[config.mk]
export PLATFORM = sky130hd
export DESIGN_NAME = prog_mod_counter
export DESIGN_NICKNAME = d
export VERILOG_FILES = /design/src/rtl/prog_mod_counter_pkg.sv /design/src/rtl/prog_mod_counter_mod_shadow_reg.sv /design/src/rtl/prog_mod_counter.sv
export SDC_FILE = /design/constraint.sdc
export NUM_CORES = 1
export LEC_CHECK = 0
export CAP_MARGIN = 15
export CORE_UTILIZATION = 50
export DETAILED_ROUTE_END_ITERATION = 8
export PLACE_DENSITY = 0.76
export SYNTH_ARGS = -nofsm -noshare
export SYNTH_HDL_FRONTEND = slang
export SYNTH_SLANG_ARGS = --single-unit
[constraint.sdc]
create_clock -name clk -period 4.57 [get_ports clk]
set_input_delay 0.914 -clock clk [delete_from_list [all_inputs] [get_ports clk]]
set_output_delay 0.914 -clock clk [all_outputs]
set_load 0.05 [all_outputs]
[src/rtl/prog_mod_counter_pkg.sv]
// Shared constants for the programmable modulus counter: smallest legal modulus
// and the encoding of the count-direction input.
package prog_mod_counter_pkg;
   localparam int MIN_MOD = 2;

   typedef enum logic {
      DIR_DOWN = 1'b0,
      DIR_UP   = 1'b1
   } dir_e;
endpackage

[src/rtl/prog_mod_counter_mod_shadow_reg.sv]
// Pending/active modulus pair: validates writes, shadows them until a commit
// strobe (load or wrap), pulses mod_err one cycle after a rejected write.
module prog_mod_counter_mod_shadow_reg
   import prog_mod_counter_pkg::*;
#(
   parameter int WIDTH       = 8,
   parameter int DEFAULT_MOD = 6
) (
   input  logic             clk,
   input  logic             reset,
   input  logic             mod_wr,
   input  logic [WIDTH-1:0] mod_val,
   input  logic             commit,
   output logic [WIDTH-1:0] active_mod,
   output logic [WIDTH-1:0] m_eff,
   output logic             mod_err
);
   localparam logic [WIDTH-1:0] MIN_M = WIDTH'(MIN_MOD);
   localparam logic [WIDTH-1:0] RST_M = WIDTH'(DEFAULT_MOD);

   logic [WIDTH-1:0] active_q, active_d;
   logic [WIDTH-1:0] pend_q, pend_d;
   logic             pend_vld_q, pend_vld_d;
   logic             mod_err_q, mod_err_d;
   logic             wr_ok;

   assign m_eff = pend_vld_q ? pend_q : active_q;
   assign wr_ok = mod_wr && (mod_val >= MIN_M);

   always_comb begin
      active_d   = active_q;
      pend_d     = pend_q;
      pend_vld_d = pend_vld_q;
      mod_err_d  = mod_wr && !wr_ok;
      if (commit) begin
         active_d   = m_eff;
         pend_vld_d = 1'b0;
      end
      // A write landing on the commit edge is kept for the following commit.
      if (wr_ok) begin
         pend_d     = mod_val;
         pend_vld_d = 1'b1;
      end
   end

   always_ff @(posedge clk) begin
      if (reset) begin
         active_q   <= RST_M;
         pend_q     <= '0;
         pend_vld_q <= 1'b0;
         mod_err_q  <= 1'b0;
      end else begin
         active_q   <= active_d;
         pend_q     <= pend_d;
         pend_vld_q <= pend_vld_d;
         mod_err_q  <= mod_err_d;
      end
   end

   assign active_mod = active_q;
   assign mod_err    = mod_err_q;
endmodule

[src/rtl/prog_mod_counter.sv]
// Up/down modulo-M counter with runtime modulus, load, wrap/saturate and tc pulse.
// All outputs registered, one-cycle latency; no backpressure (en gates counting).
module prog_mod_counter
   import prog_mod_counter_pkg::*;
#(
   parameter int WIDTH       = 8,
   parameter int DEFAULT_MOD = 6
) (
   input  logic             clk,
   input  logic             reset,
   input  logic             en,
   input  logic             up,
   input  logic             sat_mode,
   input  logic             load,
   input  logic [WIDTH-1:0] load_val,
   input  logic             mod_wr,
   input  logic [WIDTH-1:0] mod_val,
   output logic [WIDTH-1:0] count,
   output logic [WIDTH-1:0] active_mod,
   output logic             tc,
   output logic             mod_err
);
   logic [WIDTH-1:0] count_q, count_d;
   logic             tc_q, tc_d;
   logic             commit;
   logic [WIDTH-1:0] m_eff;
   logic [WIDTH-1:0] cur_top, eff_top;

   prog_mod_counter_mod_shadow_reg #(
      .WIDTH      (WIDTH),
      .DEFAULT_MOD(DEFAULT_MOD)
   ) u_mod_shadow_reg (
      .clk       (clk),
      .reset     (reset),
      .mod_wr    (mod_wr),
      .mod_val   (mod_val),
      .commit    (commit),
      .active_mod(active_mod),
      .m_eff     (m_eff),
      .mod_err   (mod_err)
   );

   // Both moduli are always >= 2, so subtracting one cannot underflow.
   assign cur_top = active_mod - 1'b1;
   assign eff_top = m_eff - 1'b1;

   always_comb begin
      count_d = count_q;
      tc_d    = 1'b0;
      commit  = 1'b0;
      if (load) begin
         commit  = 1'b1;
         count_d = (load_val > eff_top) ? eff_top : load_val;
      end else if (en) begin
         if (dir_e'(up) == DIR_UP) begin
            if (count_q != cur_top) begin
               count_d = count_q + 1'b1;
            end else begin
               tc_d = 1'b1;
               if (!sat_mode) begin
                  commit  = 1'b1;
                  count_d = '0;
               end
            end
         end else begin
            if (count_q != '0) begin
               count_d = count_q - 1'b1;
            end else begin
               tc_d = 1'b1;
               if (!sat_mode) begin
                  commit  = 1'b1;
                  count_d = eff_top;
               end
            end
         end
      end
   end

   always_ff @(posedge clk) begin
      if (reset) begin
         count_q <= '0;
         tc_q    <= 1'b0;
      end else begin
         count_q <= count_d;
         tc_q    <= tc_d;
      end
   end

   assign count = count_q;
   assign tc    = tc_q;
endmodule
# [After elaboration in Yosys (flattened, before gate mapping)]
# Index checks and enable logic that the tools add are counted.
[word_totals] memories=0 wordCells=44 mem_bits_rw=0 ff_bits=27 input_bits=23 latch_bits=0 romBits=0
[op_classes] order_cmp=2 div=0 muxes=20 eq_ne=3 bitwise_logic=1 mul=0 n_shift=0 addsub=4 reduce_logical=8
[ops] cell="$mux 8" count=9
[ops] cell="$sub 8x1->8 const B" count=3
[ops] cell="$mux 1" count=11
[ops] cell="$add 8x1->8 const B" count=1
[ops] cell="$ge 8x2->1 const B" count=1
[ops] cell="$gt 8x8->1" count=1
[ops] cell="$ne 4x2->1 const B" count=2
[ops] cell="$ne 8x8->1" count=1
[ops] cell="$reduce_bool 8->1" count=1
[ops] cell="$reduce_bool 2->1" count=2
[ops] cell="$reduce_and 3->1" count=1
[ops] cell="$reduce_or 3->1" count=1
[ops] cell="$logic_and 1x1->1" count=2
[ops] cell="$logic_not 1->1" count=1
[ops] cell="$not 1->1" count=1

# [Longest topological paths before layout]
# Gate-level depths: netlist of the first run.
[logic_depth] depth_word=8 depth_mapped=17 ltp_nobuf=14

# [Modules after synthesis]
# Synthesis of the first run repeated with hierarchy kept, for this count alone.
[unflattened] hier_cells=288 area_unflattened_um2=2353.5
[by_module_without_submodules] mod="prog_mod_counter" cells_per_inst=210 n_inst=1 seq_area_each_um2=180.2 area_each_um2=1564.0
[by_module_without_submodules] mod="prog_mod_counter_mod_shadow_reg" cells_per_inst=78 n_inst=1 seq_area_each_um2=360.3 area_each_um2=789.5

# [Worst setup path after synthesis of the first run]
# Ideal clock, no wire load.
[synth_path] path_kind="register to register" startpoint="register u_mod_shadow_reg.pend_vld_q" endpoint="register count_q[5] (netlist: count[5])" path_slack_ps=1008 required_time_ps=4453 stages_incl_launch_ff=17 arrival_ps=3445 setup_ps=117 n_path_buf=3 synth_period_minus_slack_ps=3562 cell_sequence="dfxtp_1 -> clkbuf_1 -> clkbuf_1 -> mux2i_1 -> ha_1 -> nand2_1 -> xnor2_1 -> mux2i_1 -> ha_1 -> nand2_1 -> nor2_1 -> a211oi_1 -> o2bb2ai_1 -> clkbuf_1 -> mux2i_1 -> a21oi_1 -> a22o_1"
[synth_between] elab_chain_cells=7 word_cells_on_any_way=9
[synth_rtl] element="from (decl)" line_no="prog_mod_counter_mod_shadow_reg.sv:23" rtl="logic pend_vld_q, pend_vld_d;"
[synth_rtl] element="from (signal assigned)" line_no="prog_mod_counter_mod_shadow_reg.sv:55" rtl="pend_vld_q <= pend_vld_d;"
[synth_rtl] element="$mux 8 (*)" line_no="prog_mod_counter_mod_shadow_reg.sv:27" rtl="assign m_eff = pend_vld_q ? pend_q : active_q;"
[synth_rtl] element="$sub 8x1->8 (*)" line_no="prog_mod_counter.sv:45" rtl="assign eff_top = m_eff - 1'b1;"
[synth_rtl] element="branches (longest 4 deep; another with $gt 8x8->1)"
[synth_rtl] element="$mux 8 (*)" line_no="prog_mod_counter.sv:51" rtl="if (load) begin"
[synth_rtl] element="to (signal assigned)" line_no="prog_mod_counter.sv:84" rtl="count_q <= count_d;"
[synth_rtl] element="to (decl)" line_no="prog_mod_counter.sv:23" rtl="logic [WIDTH-1:0] count_q, count_d;"
# Every way passes the cells marked *. The select of a mux whose other input is x is not followed.
# A chain may end at the register's enable or synchronous reset.

# [Worst setup path after layout of the first run]
[layout_path] startpoint="register u_mod_shadow_reg.pend_vld_q" endpoint="register count_q[2] (netlist: count[2])"
# Same word-level chain as after synthesis.

==> results of run 1 <==
## worst min-delay path by stage
stage	to	slack (ns)
finish	u_mod_shadow_reg.pend_q[1]	0.51
global placement	u_mod_shadow_reg.pend_q[7]	0.49
floorplan	u_mod_shadow_reg.pend_q[7]	0.46
detailed placement	u_mod_shadow_reg.pend_q[1]	0.50
global route	u_mod_shadow_reg.pend_q[7]	0.53
CTS	u_mod_shadow_reg.pend_q[1]	0.51
## registers in the layout, indices dropped and copies added (netlist names)
| name | flops |
|---|---|
| u_mod_shadow_reg.active_mod | 8 |
| count | 8 |
| u_mod_shadow_reg.pend_q | 8 |
| u_mod_shadow_reg.mod_err | 1 |
| tc | 1 |
| u_mod_shadow_reg.pend_vld_q | 1 |
## layer usage
layer | GRT usage | vias up
li1 | - | 1111
met1 | 0.321 | 1038
met2 | 0.432 | 96
met3 | 0.0418 | 16
met4 | 0.0844 | 0
met5 | 0 | -
## final cells by class
| class | instances | area, µm² |
|---|---|---|
| Clock buffer | 3 | 41.3 |
| Clock inverter | 1 | 8.76 |
| Fill cell | 401 | 1670 |
| Inverter | 15 | 56.3 |
| Multi-Input combinational cell | 234 | 1630 |
| Sequential cell | 27 | 541 |
| Tap cell | 52 | 65.1 |
| Timing Repair Buffer | 41 | 408 |
## report_power, final
part           leakage, nW  switching (W)  total (W)  internal [W]
combinational        0.795       0.000211   0.000371      0.000160
clock               0.0261      0.0000860   0.000150     0.0000643
sequential           0.222      0.0000469   0.000299      0.000252
total                 1.04       0.000344   0.000820      0.000476
## cells in the mapped netlist (5+ instances only)
cell type,count
o211ai_1,5
ha_1,13
xnor2_1,11
nand3_1,7
a211oi_1,5
mux2i_1,19
nand2_1,39
dfxtp_1,27
a21oi_1,18
o21ai_0,9
inv_1,15
nor2_1,20
nor3_1,8
clkbuf_1,15
xor2_1,16
nor4_1,8
## cell families after synthesis
kind of cell	count (synthesis)
fa+ha+maj	13
flops	27
mux	21
buf+inv	36
simple gates	107
compound gates	65
xor+xnor	28
## critical path, stage by stage, from the launching register on
cell,delay (ns)
dfxtp_1,0.58
mux2i_1,0.43
ha_1,0.29
nand2_1,0.09
xnor2_1,0.18
mux2i_1,0.12
ha_1,0.31
and4_1,0.20
nand2_1,0.06
o2bb2ai_1,0.71
mux2i_1,0.37
nor3_1,0.07
o21ai_0,0.15
a21oi_1,0.08
## stage by stage
step / hold slack (ns) / cell area (µm²) / worst slack, ns / power, W / util
5_1_grt: 0.534 / 2750 / 0.382 / 0.000870 / 0.623
3_3_place_gp: 0.486 / 2700 / 0.898 / 0.000667 / 0.611
4_1_cts: 0.509 / 2750 / 0.782 / 0.000820 / 0.623
2_1_floorplan: 0.461 / 2320 / 1.01 / 0.000572 / -
6_report: 0.515 / 2750 / 0.767 / 0.000820 / 0.623
3_5_place_dp: 0.495 / 2700 / 0.791 / 0.000670 / 0.611
==> out/qor.yml, run 1 <==
status: "finished clean"
crit_path_max_fanout: 12
cts_tree: "yes"
ir_worst_vdd_v: 0.000203
rsz0062_at_grt: "no"
routed_wl_um: 6110
rows: 24
antenna_found_initial: 0
drive_above_1_share: 0.0467
yosys.area_share.simple: 0.237
critPathKind: "flop to flop"
synth_top_area_share: 0.233
hp-start: "u_mod_shadow_reg.pend_q[1]"
htreeDepth: 1
end_kind: "flop"
cts_setup_buffers: 0
synth_seq_area_share: 0.233
async_reset_ff_frac: 0
drtIter0Drc: 247
setup_viol_count_final: 0
hold_depth: 2
tightest_slew_ns: 0.914
grt_first_pass_wirelength_um: 10000
wl_met3_um: 403
fp.dieH_um: 70.1
cts_inserted_buffers: 3
reg2regPathDepth: 13
portBuffers: 40
tns_ns: 0
required_ns: 4.71
place_inst: 369
vias_per_cell: 6.06
syn_nets: 333
ctsHoldBuffers: 0
gp_congestion: 0.930
ys_ff_latch: 27
yosysTopAreaCell: "dfxtp_1"
avgSynthCellArea_um2: 7.81
ioPinCount: 41
final_max_slew_viol_count: 0
yosys.area_share.adder: 0.0701
vias: 2261
synthXorXnorAreaFrac: 0.112
final_common_cell: "clkdlybuf4s50_1"
wl_per_cell_um: 16.4
cap_viol_max_count: 0
synth_top_family_by_area: "simple AND/OR/NAND/NOR gates"
drc_errors: 0
fin_cells: 373
grt_max_degree: 22
fin_crit_sh: 0.832
cts.sinks: 27
regToRegSetupSlack_ns: 0.77
route.met2.wl_um: 2840
grt_usage: 0.252
synth_compound_area_frac: 0.192
clkLatencyLatePin_ns: 0.28
min_period_ns: 3.80
start_kind: "flop"
grt_pass1_vias: 2072
synth_area_um2: 2320
power_density_nw_per_um2: 298
areaGrowthSynthToFinish_pct: 18.4
p_leak_nw: 1.04
top_layer: "met4"
clock_path_buffers: 2
r2r_start: "u_mod_shadow_reg.pend_vld_q"
cts.clk_slew.worst_paths_ns: 0.10
dieWidth_um: 70.1
netlist_instances: 297
hold_path_class: "flop to flop"
synth_ff_type: "dfxtp_1"
setup.worst_path.start: "u_mod_shadow_reg.pend_vld_q"
layout_common_cells: "clkdlybuf4s50_1 (40), nand2_1 (39), dfxtp_1 (27)"
clock-root-buffer: "clkbuf_8"
ant_nets: 0
cp-endpoint: "count[2]"
met1_length_um: 2680
synth.distinct_cells: 53
postCtsResizedCells: 0
core_area_um2: 4410
ys_warn_count: 0
synthMuxAreaShare: 0.0916
grt_overflow_total: 0
yosys-top-cells-area: "dfxtp_1 (23%), mux2i_1 (8.2%), ha_1 (7.0%)"
synth_edf_count: 0
cp.arrival_ns: 3.94
timing.clock.skew_ns: 0.00215
dieArea_um2: 4920
hpwl_um: 4710
regToRegEndpoint: "count[2]"
fmax_mhz: 263
maxSlewHeadroom: 0.389
first_pass_iters: 4
hold_viol: 0
antennaDiodeCount: 0
start_util: 0.526
nets: 358
(Power assumes the default switching activity.)
==> run 2: changes to the inputs <==
==> constraint.sdc (replaced) <==
create_clock -name clk -period 3.7 [get_ports clk]
set_input_delay 0.74 -clock clk [delete_from_list [all_inputs] [get_ports clk]]
set_output_delay 0.74 -clock clk [all_outputs]
set_load 0.05 [all_outputs]
==> out/qor.yml, run 2 (synthesis gave the netlist of run 1 again) <==
fp.dieH_um: 70.1
cts_tree: "yes"
reg2regPathDepth: 14
start_util: 0.526
regToRegSetupSlack_ns: 0.32
tns_ns: 0
grt_pass1_vias: 2133
ant_nets: 0
routed_wl_um: 6200
cp.arrival_ns: 3.55
grt_usage: 0.270
cts.clk_slew.worst_paths_ns: 0.10
areaGrowthSynthToFinish_pct: 21.2
critPathKind: "flop to flop"
final_common_cell: "clkdlybuf4s50_1"
regToRegEndpoint: "count[2]"
dieWidth_um: 70.1
r2r_start: "u_mod_shadow_reg.active_mod[2]"
tightest_slew_ns: 0.586
hold_viol: 0
portBuffers: 40
status: "finished clean"
ctsHoldBuffers: 0
cts.sinks: 27
ir_worst_vdd_v: 0.000231
grt_max_degree: 22
cap_viol_max_count: 0
dieArea_um2: 4920
ioPinCount: 41
htreeDepth: 1
core_area_um2: 4410
hold_depth: 2
antennaDiodeCount: 0
hpwl_um: 4690
drtIter0Drc: 270
vias_per_cell: 6.00
timing.hold.ws_ns: 0.539
maxSlewHeadroom: 0.607
timing.clock.skew_ns: 0.00247
setup_viol_count_final: 0
layout_common_cells: "clkdlybuf4s50_1 (40), nand2_1 (39), dfxtp_1 (27)"
nets: 365
gp_congestion: 0.900
start_kind: "flop"
vias: 2281
first_pass_iters: 4
hold_path_class: "flop to flop"
cts_inserted_buffers: 3
grt_overflow_total: 0
rows: 24
end_kind: "flop"
fin_crit_sh: 0.914
p_leak_nw: 1.08
antenna_found_initial: 0
hold_end: "u_mod_shadow_reg.pend_q[7]"
drive_above_1_share: 0.0732
final_max_slew_viol_count: 0
fmax_mhz: 296
min_period_ns: 3.38
power_density_nw_per_um2: 363
clock_path_buffers: 2
clock-root-buffer: "clkbuf_8"
wl_per_cell_um: 16.3
drc_errors: 0
crit_path_max_fanout: 12
clkLatencyLatePin_ns: 0.28
hp-start: "u_mod_shadow_reg.pend_q[7]"
rsz0062_at_grt: "no"
grt_first_pass_wirelength_um: 10800
required_ns: 3.87
run 2: timing repair:
action | CTS | global route
setup buffers | 0 | 0
resized for setup | 0 | 2
endpoints found under the setup margin | 0 | 8
run 2: per-stage QoR:
stage / setup WS [ns] / util / cells / total power, W / cell area (µm²)
finish: 0.318 / 0.637 / 380 / 0.00102 / 2810
detailed placement: 0.0886 / 0.623 / 376 / 0.000835 / 2750
global route: 0.0484 / 0.637 / 380 / 0.00109 / 2810
CTS: 0.0697 / 0.634 / 380 / 0.00101 / 2800
floorplan: 0.138 / - / 297 / 0.000706 / 2320
global placement: 0.277 / 0.623 / 376 / 0.000832 / 2750
run 2: worst max-delay path, stage by stage (launching register included):
cell,delay (ns)
dfxtp_1,0.43
nor4_1,0.36
nor2b_1,0.30
xnor2_1,0.10
mux2i_1,0.23
inv_1,0.07
ha_1,0.29
a21oi_1,0.16
nor2_1,0.06
a211oi_1,0.28
o2bb2ai_2,0.34
mux2i_1,0.32
nor3_1,0.08
o21ai_0,0.17
a21oi_1,0.08
run 2: worst max-delay path by stage:
stage,startpoint,to,slack (ns),cells after the start
6_report,u_mod_shadow_reg.active_mod[2],count[2],0.32,14
3_5_place_dp,u_mod_shadow_reg.pend_q[1],count[2],0.09,13
2_1_floorplan,u_mod_shadow_reg.pend_vld_q,count[5],0.14,16
4_1_cts,u_mod_shadow_reg.pend_q[1],count[2],0.07,13
5_1_grt,u_mod_shadow_reg.active_mod[2],count[2],0.05,14
3_3_place_gp,u_mod_shadow_reg.pend_q[1],count[2],0.28,13
run 2: power by group:
part           total [W]  switching, W  internal, W
logic           0.000476      0.000267     0.000209
clock network   0.000181      0.000104    0.0000767
registers       0.000363     0.0000516     0.000312
run 2: final cells by class:
type	count	area (µm²)
repair buffers	48	460
well taps	52	65.1
multi-input cells	234	1640
clock buffers	3	41.3
clock inverters	1	7.51
fillers	389	1600
inverters	15	56.3
flip-flops and latches	27	541
run 2: per-layer routing:
metal  vias to the layer above  global-route usage  part of all wire
li1                       1124                   -                 -
met1                      1045               0.368              0.43
met2                       102               0.447              0.47
met3                        10              0.0274             0.068
met4                         0              0.0889             0.024
met5                         -                   0                 0
==> run 3: changes to the inputs <==
--- a/config.mk
+++ b/config.mk
@@ -6,6 +6,7 @@
 export NUM_CORES = 1
 export LEC_CHECK = 0
 export CAP_MARGIN = 15
+export CORE_MARGIN = 1.5
 export CORE_UTILIZATION = 50
 export DETAILED_ROUTE_END_ITERATION = 8
 export PLACE_DENSITY = 0.76
==> out/qor.yml, run 3 (synthesis gave the netlist of run 1 again) <==
status: "finished clean"
fp.dieH_um: 71.1
wl_per_cell_um: 16.6
grt_overflow_total: 0
cts.clk_slew.worst_paths_ns: 0.10
cts_tree: "yes"
route.met2.wl_um: 3050
power_density_nw_per_um2: 362
crit_top_cell: "mux2i_1"
critPathKind: "flop to flop"
areaGrowthSynthToFinish_pct: 21.0
ioPinCount: 41
portBuffers: 40
cts.sinks: 27
wl_met3_um: 443
required_ns: 3.86
antenna_found_initial: 0
rsz0062_at_grt: "no"
min_period_ns: 3.31
p_leak_nw: 1.08
drtIter0Drc: 221
cap_viol_max_count: 0
dieWidth_um: 71.1
grt_max_degree: 22
htreeDepth: 1
clock-root-buffer: "clkbuf_8"
hold_viol: 0
layout_common_cells: "clkdlybuf4s50_1 (40), nand2_1 (39), dfxtp_1 (27)"
cts_inserted_buffers: 3
vias: 2298
grt_usage: 0.263
place_area_um2: 2750
ctsHoldBuffers: 0
maxSlewHeadroom: 0.627
first_pass_iters: 4
start_util: 0.526
tightest_slew_ns: 0.559
slowest_stage: "dfxtp_1"
dieArea_um2: 5060
grt_pass1_vias: 2239
crit_buf_inv: 0
crit_family: "multiplexers"
nets: 365
cp_slowest_stage_delay_ns: 0.43
start_kind: "flop"
fmax_mhz: 302
postCtsResizedCells: 0
end_kind: "flop"
cp_cell_sequence: "mux2i_1 -> ha_1 -> nand2_1 -> xnor2_1 -> mux2i_1 -> ha_1 -> nand2_1 -> nor2_1 -> a211oi_1 -> o2bb2ai_2 -> mux2i_1 -> nor3_1 -> o21ai_0 -> a21oi_1"
drive_above_1_share: 0.0701
timing.clock.skew_ns: 0.00518
clock_path_buffers: 2
ir_worst_vdd_v: 0.000168
grt_first_pass_wirelength_um: 10800
final_area_um2: 2810
top_layer: "met4"
hold_path_class: "flop to flop"
ant_nets: 0
met1_length_um: 2670
cts_setup_buffers: 0
tns_ns: 0
fin_crit_sh: 0.896
fillers: 413
core_area_um2: 4410
crit_path_max_fanout: 12
cp.arrival_ns: 3.48
antennaDiodeCount: 0
clkLatencyLatePin_ns: 0.27
setup_viol_count_final: 0
rows: 24
gp_congestion: 0.926
drc_errors: 0
final_common_cell: "clkdlybuf4s50_1"
routed_wl_um: 6320
vias_per_cell: 6.05
final_max_slew_viol_count: 0
hpwl_um: 4840
run 3: where the power goes:
group          leakage [nW]  internal (W)  switching (W)  total [W]
logic                 0.832      0.000209       0.000271   0.000480
clock network        0.0228     0.0000773      0.0000971   0.000174
registers             0.222      0.000312      0.0000514   0.000363
total                  1.08      0.000598       0.000419    0.00102
run 3: tightest hold or removal path: stages, from the launching register on:
cell and delay (ns):
dfxtp_1 0.36, nand2_1 0.07, a21oi_1 0.06
run 3: layer usage:
metal	global-route usage	vias up
li1	-	1123
met1	0.352	1063
met2	0.433	100
met3	0.0313	12
met4	0.103	0
met5	0	-
run 3: layout make-up:
cell class | instances | area [µm²] | area share
clock buffers | 4 | 45.0 | 0.0160
well taps | 52 | 65.1 | 0.0232
repair buffers | 48 | 460 | 0.164
flip-flops and latches | 27 | 541 | 0.192
multi-input cells | 234 | 1640 | 0.584
inverters | 15 | 56.3 | 0.0200
run 3: stage by stage:
| stage | total power (W) | utilization | setup slack, ns | std cells | hold WS, ns |
|---|---|---|---|---|---|
| floorplan | 0.000706 | - | 0.138 | 297 | 0.461 |
| global placement | 0.000833 | 0.623 | 0.282 | 376 | 0.493 |
| detailed placement | 0.000840 | 0.623 | 0.163 | 376 | 0.516 |
| CTS | 0.00101 | 0.634 | 0.143 | 380 | 0.530 |
| global route | 0.00108 | 0.636 | 0.0465 | 380 | 0.554 |
| finish | 0.00102 | 0.636 | 0.385 | 380 | 0.530 |
run 3: worst paths after layout:
path         slack [ns]                   startpoint  cells after the start                    endpoint
min                0.53   u_mod_shadow_reg.pend_q[7]                      2  u_mod_shadow_reg.pend_q[7]
max                0.39  u_mod_shadow_reg.pend_vld_q                     14                    count[2]
min reg2reg        0.53   u_mod_shadow_reg.pend_q[7]                      2  u_mod_shadow_reg.pend_q[7]
max reg2reg        0.39  u_mod_shadow_reg.pend_vld_q                     14                    count[2]
